[config.mk]
export PLATFORM = sky130hd
export DESIGN_NAME = uart_receiver
export DESIGN_NICKNAME = d
export VERILOG_FILES = /design/src/rtl/uart_pkg.sv /design/src/rtl/uart_rx_hold.sv /design/src/rtl/uart_receiver.sv
export SDC_FILE = /design/constraint.sdc
export NUM_CORES = 1
export LEC_CHECK = 0
export CAP_MARGIN = 25
export CORE_MARGIN = 5
export CORE_UTILIZATION = 35
export DETAILED_ROUTE_END_ITERATION = 6
export PLACE_DENSITY = 0.65
export SLEW_MARGIN = 15
export SYNTH_ARGS = -nofsm -noshare
export SYNTH_HDL_FRONTEND = slang
export SYNTH_HIERARCHICAL = 1
export SYNTH_SLANG_ARGS = --single-unit
[constraint.sdc]
create_clock -name clk -period 1.3 [get_ports clk]
set_input_delay 0.13 -clock clk [delete_from_list [all_inputs] [get_ports clk]]
set_output_delay 0.13 -clock clk [all_outputs]
set_load 0.05 [all_outputs]
[src/rtl/uart_pkg.sv]
// Shared UART definitions: frame geometry defaults, receiver states and line levels.
package uart_pkg;

    localparam int D_WIDTH = 16;
    localparam int C_WIDTH = 5;

    localparam logic START_BIT = 1'b0;
    localparam logic STOP_BIT  = 1'b1;

    typedef enum logic [1:0] {
        WAIT_HIGH = 2'd0,
        IDLE      = 2'd1,
        DATA      = 2'd2,
        STOP      = 2'd3
    } rx_state_t;

endpackage

[src/rtl/uart_rx_hold.sv]
// One-entry valid/ready holding register for received words, with overrun flag.
module uart_rx_hold
    import uart_pkg::*;
#(
    parameter int d_width = D_WIDTH
) (
    input  logic               clk,
    input  logic               rst,
    input  logic               load,
    input  logic [d_width-1:0] load_data,
    input  logic               rx_ready,
    output logic [d_width-1:0] rx_data,
    output logic               rx_valid,
    output logic               rx_ovr
);

    logic drain;
    logic room;

    assign drain = rx_valid && rx_ready;
    // A word may load into an empty stage or one that is handing off this edge
    assign room  = !rx_valid || rx_ready;

    always_ff @(posedge clk) begin
        if (rst) begin
            rx_data  <= '0;
            rx_valid <= 1'b0;
            rx_ovr   <= 1'b0;
        end else begin
            rx_ovr <= 1'b0;
            if (load && room) begin
                rx_data  <= load_data;
                rx_valid <= 1'b1;
            end else if (load) begin
                rx_ovr <= 1'b1;
            end else if (drain) begin
                rx_valid <= 1'b0;
            end
        end
    end

endmodule

[src/rtl/uart_receiver.sv]
// One-sample-per-clock UART deframer: start, d_width data bits LSB first, stop.
module uart_receiver
    import uart_pkg::*;
#(
    parameter int d_width = D_WIDTH,
    parameter int c_width = C_WIDTH
) (
    input  logic               clk,
    input  logic               rst,
    input  logic               rx,
    input  logic               rx_ready,
    output logic [d_width-1:0] rx_data,
    output logic               rx_valid,
    output logic               rx_busy,
    output logic               rx_ferr,
    output logic               rx_ovr
);

    localparam logic [c_width-1:0] LAST_BIT = c_width'(d_width - 1);

    rx_state_t          state, state_nxt;
    logic [c_width-1:0] cnt, cnt_nxt;
    logic [d_width-1:0] shreg, shreg_nxt;
    logic               good_stop;
    logic               bad_stop;

    always_ff @(posedge clk) begin
        if (rst) begin
            state   <= WAIT_HIGH;
            cnt     <= '0;
            shreg   <= '0;
            rx_busy <= 1'b0;
            rx_ferr <= 1'b0;
        end else begin
            state   <= state_nxt;
            cnt     <= cnt_nxt;
            shreg   <= shreg_nxt;
            rx_busy <= (state_nxt == DATA) || (state_nxt == STOP);
            rx_ferr <= bad_stop;
        end
    end

    always_comb begin
        state_nxt = state;
        cnt_nxt   = cnt;
        shreg_nxt = shreg;
        good_stop = 1'b0;
        bad_stop  = 1'b0;
        case (state)
            // A line held low out of reset must go high before a start is trusted
            WAIT_HIGH: if (rx == STOP_BIT) state_nxt = IDLE;
            IDLE: begin
                if (rx == START_BIT) begin
                    state_nxt = DATA;
                    cnt_nxt   = '0;
                end
            end
            DATA: begin
                shreg_nxt = {rx, shreg[d_width-1:1]};
                cnt_nxt   = cnt + 1'b1;
                if (cnt == LAST_BIT) state_nxt = STOP;
            end
            STOP: begin
                if (rx == STOP_BIT) begin
                    good_stop = 1'b1;
                    state_nxt = IDLE;
                end else begin
                    bad_stop  = 1'b1;
                    state_nxt = WAIT_HIGH;
                end
            end
            default: state_nxt = WAIT_HIGH;
        endcase
    end

    uart_rx_hold #(
        .d_width (d_width)
    ) u_hold (
        .clk       (clk),
        .rst       (rst),
        .load      (good_stop),
        .load_data (shreg),
        .rx_ready  (rx_ready),
        .rx_data   (rx_data),
        .rx_valid  (rx_valid),
        .rx_ovr    (rx_ovr)
    );

endmodule

; Yosys cells after proc, flatten, opt, wreduce, memory -nomap -nowiden
; Index checks and enable logic that the tools add are counted.
[totals]
ff_bits = 43
inputBits = 4
[op_classes]
n_bitwise = 1
n_mux = 14
n_addsub = 1
n_eq_ne = 8
reduce_logical = 12
[op_table]
columns = cell, n
row1 = case mux 5 bit (2 select lines), 1
row2 = equality test 2 bit (second input constant), 4
row3 = two-way mux 1 bit, 8
row4 = case mux 2 bit (4 select lines), 1
row5 = two-way mux 2 bit, 3
row6 = adder 5 x 1 -> 5 bit (second input constant), 1
row7 = equality test 5 x 4 -> 1 bit (second input constant), 1
row8 = two-way mux 5 bit, 1
row9 = != test 2 bit (second input constant), 2
row10 = AND reduction 2 bit, 2
row11 = nonzero test 2 bit, 2
row12 = OR reduction 2 bit, 2
row13 = equality test 2 x 1 -> 1 bit (second input constant), 1
row14 = logical AND 1 bit, 2
row15 = logical NOT 2 bit, 1
row16 = logical OR 1 bit, 2
row17 = logical NOT 1 bit, 1
row18 = inverter 1 bit, 1

; Longest topological paths before layout
[logic_depth]
ltp_word = 5
ltp_mapped = 6
ltp_nobuf = 5

; By module
; The synthesis kept the hierarchy.
[by_module_without_submodules]
columns = mod, n_inst, cells_per_inst, area_per_inst_um2
row1 = uart_receiver, 1, 110, 1016.0
row2 = uart_rx_hold, 1, 76, 800.8

; Worst setup path after synthesis
; No wires, ideal clock.
[synth_timing]
path_kind = register -> register
start = register, netlist name rx_busy
end = register u_hold.rx_data[0]
path_buffers = 3
setup_time_ps = 72
t_arrival_ps = 1629
required_ps = 1228
period_less_slack_ps = 1701
slack_ps = -401
path_stages_with_launch = 7
path_cell_list = dfxtp_1 buf_4 and3_2 a21boi_2 buf_6 buf_12 mux2i_1
[synth_rtl]
columns = item, line_no
row1 = end signal: assignment, uart_rx_hold.sv:32  ; rx_data <= load_data;
row2 = end: declaration, uart_rx_hold.sv:12  ; output logic [d_width-1:0] rx_data,

; Final worst setup path
[layout_timing]
start = register cnt[0]
end = register cnt[4]
[layout_via]
elab_chain_len = 2
[layout_rtl]
columns = item, line_no
row1 = start: declaration, uart_receiver.sv:22  ; logic [c_width-1:0] cnt, cnt_nxt;
row2 = start signal: assignment, uart_receiver.sv:36  ; cnt <= cnt_nxt;
row3 = adder 5 x 1 -> 5 bit, uart_receiver.sv:60  ; cnt_nxt = cnt + 1'b1;
row4 = case mux 5 bit (2 select lines), uart_receiver.sv:49  ; case (state)
; No other way between the ends.
; A chain may end at the register's enable or synchronous reset.

==> impl_metrics.json <==
{
  "power_leakage_nw": 0.836,
  "fmax_ghz": 0.801,
  "clk_pin_slew_worst_setup_hold_paths_ns": 0.08,
  "routed_wl_um": 3210,
  "synth-main-ff-cell": "dfxtp_1",
  "crit_type": "reg -> reg",
  "critPathMaxStageDelay_ns": 0.34,
  "netlist_instances": 186,
  "synth_top_family_by_area": "simple AND/OR/NAND/NOR gates",
  "multiplexer_fraction_of_the_synthesized_cell_area": 0.0937,
  "antenna_cells_inserted": 0,
  "finalClockSkew_ns": 0.00556,
  "most_frequent_cells_in_the_layout": "dfxtp_1 (41), nand2b_1 (34), nand2_1 (26)",
  "detail_route.first_pass.iterations": 4,
  "placeableCoreArea_um2": 5070,
  "timing.critical_path.to_type": "register",
  "finish.instance_area_um2": 2480,
  "power_per_cell_area_nw_per_um2": 929,
  "layout-drive-gt1-share": 0.317,
  "yosys.area_share.simple": 0.258,
  "via_count_of_the_first_global_routing_pass": 1214,
  "tns_ns": 0,
  "clk_latency_ns": 0.30,
  "worstHoldPathType": "reg -> reg",
  "numCtsBuffers": 5,
  "synth_largest_area_cell": "dfxtp_1",
  "tritoncts": "yes",
  "max-cap-violations": 0,
  "layout.filler_cells": 499,
  "timing_max_transition_violations_final": 0,
  "ios": 24,
  "area_delta_synth_final_pct": 36.5,
  "overall_overflow_remaining_after_global_route": 0,
  "netlist_top_cells_area": "dfxtp_1 (46%), nand2b_1 (12%), mux2i_1 (9.4%)",
  "synth_enable_flop_cells": 0,
  "global_route.usage.total": 0.106,
  "timing_worst_slew_pin_value_ns": 0.257,
  "critical_path.max_fanout": 3,
  "final_antenna_net_count": 0,
  "port_buffers": 23,
  "chipWidth_um": 82.0,
  "hpwl_um": 2290,
  "grt_antenna_before_repair": 0,
  "route.detailed.drc": 0,
  "synth-warning-count": 6,
  "cts.repair.resized": 0,
  "synth-adder-area-share": 0.0138,
  "crit_path_cell_trace": "ha_1 -> and3_1 -> ha_1 -> a211oi_2",
  "highest_metal_layer_with_signal_wires": "met4",
  "cp_slowest_cell": "dfxtp_1",
  "cp_data_arrival_time_ns": 1.47,
  "postSynthAreaPerCell_um2": 9.77,
  "synthesis.nets": 192,
  "gp_congestion": 0.837,
  "post_cts_buffers": 0,
  "cp_top_delay_family": "adder cells",
  "finalSetupViolations": 0,
  "rsz0062_at_grt": "no",
  "clockBufferDepth": 2,
  "run_status": "finished, final reports clean",
  "cts.htree.levels": 2,
  "fp.dieArea_um2": 6730,
  "tritoncts_num_sinks": 42,
  "worst_path_most_repeated_cell": "ha_1",
  "max-vdd-ir-drop_mv": 0.433,
  "dpl-instance-area_um2": 2390,
  "mappedNetlistArea_um2": 1820,
  "design.final.nets": 226,
  "grt_first_pass_wirelength_um": 5410,
  "viasPerCell": 4.39,
  "synth_top_area_frac": 0.463,
  "via_count": 1277,
  "wirelength_met1_um": 1580,
  "layout_commonest_cell": "dfxtp_1",
  "clockRootBuffer": "clkbuf_8",
  "wl_met2_um": 1390,
  "timing.final.crit_period_ns": 1.25,
  "synth.yosys.seq_area_share": 0.463,
  "worst-path-buf-inv": 0,
  "max-slew-margin-rel": 0.826,
  "final-hold-violation-count": 0,
  "largest_net_degree_at_the_start_of_global_routing": 22,
  "rows": 26,
  "worst-endpoint-required_ns": 1.52,
  "wire_per_inst_um": 11.0,
  "synth_compound_gate_area_share": 0.102,
  "synth_xor_area_frac": 0.00482,
  "initial_core_util": 0.358,
  "height_of_the_chip_um": 82.0,
  "drt-initial-drc-count": 44,
  "ys_ff_latch": 42,
  "finalCritPeriodShare": 0.960,
  "synthArstFlopShare": 0,
  "detailroute.wirelength.met3_um": 179,
  "startpoint_type": "register",
  "yosys.cell_types.count": 32,
  "postCtsHoldBufs": 0
}
-- layer usage --
metal | vias to the layer above | global-route usage
met3 | 6 | 0.0384
met4 | 0 | 0.0515
met5 | - | 0
met1 | 572 | 0.132
li1 | 676 | -
met2 | 23 | 0.163
-- through the flow --
stage,util,worst slack (ns),hold WS (ns),total power [mW],cells
2_1_floorplan,-,-0.104,0.229,1.44,186
3_3_place_gp,0.471,-0.145,0.447,1.50,283
3_5_place_dp,0.471,-0.187,0.450,1.50,283
4_1_cts,0.489,0.0470,0.462,2.34,291
5_1_grt,0.489,0.00676,0.483,2.42,291
6_report,0.489,0.0523,0.461,2.30,291
-- worst paths after layout --
kind              startpoint     end  slack, ns  cells after the start
hold reg to reg       cnt[3]  cnt[3]       0.46                      1
hold / removal        cnt[3]  cnt[3]       0.46                      1
setup reg to reg      cnt[0]  cnt[4]       0.05                      4
setup / recovery      cnt[0]  cnt[4]       0.05                      4
-- cells in the mapped netlist, types with 2 or more instances --
cell type,n
a21oi_1,10
clkbuf_1,3
buf_2,2
buf_4,2
nand2_1,26
inv_1,2
ha_1,2
a21oi_2,9
mux2i_1,17
buf_6,3
buf_12,2
dfxtp_1,42
nand2b_1,34
nand2_2,9
nor2_1,6
-- area by class of cell --
class,count,area [µm²],area share
Clock buffer,5,68.8,0.0277
Clock inverter,3,21.3,0.00858
Timing Repair Buffer,39,588,0.237
Inverter,2,7.51,0.00303
Multi-Input combinational cell,130,862,0.348
Tap cell,70,87.6,0.0353
Sequential cell,42,845,0.341
-- registers in the layout, indices dropped and copies added (netlist names) --
signal and flops:
shreg 16, u_hold/rx_valid 1, rx_busy 1, rx_ferr 1, u_hold/rx_data 16, state 1, u_hold/rx_ovr 1, cnt 5
-- worst register-to-register path, stage by stage, from the launching register on --
cell	delay, ns
dfxtp_1	0.34
ha_1	0.20
and3_1	0.19
ha_1	0.28
a211oi_2	0.16
-- report_power, final --
group | internal (mW) | switching, mW
sequential | 1.29 | 0.00973
combinational | 0.0840 | 0.0808
clock | 0.377 | 0.458
-- kinds of logic after synthesis --
family | Yosys count
compound gates | 25
mux | 17
xor+xnor | 1
flops | 42
simple gates | 85
fa+ha+maj | 2
buf+inv | 14
Note: power is estimated with default switching activity, not from simulation.
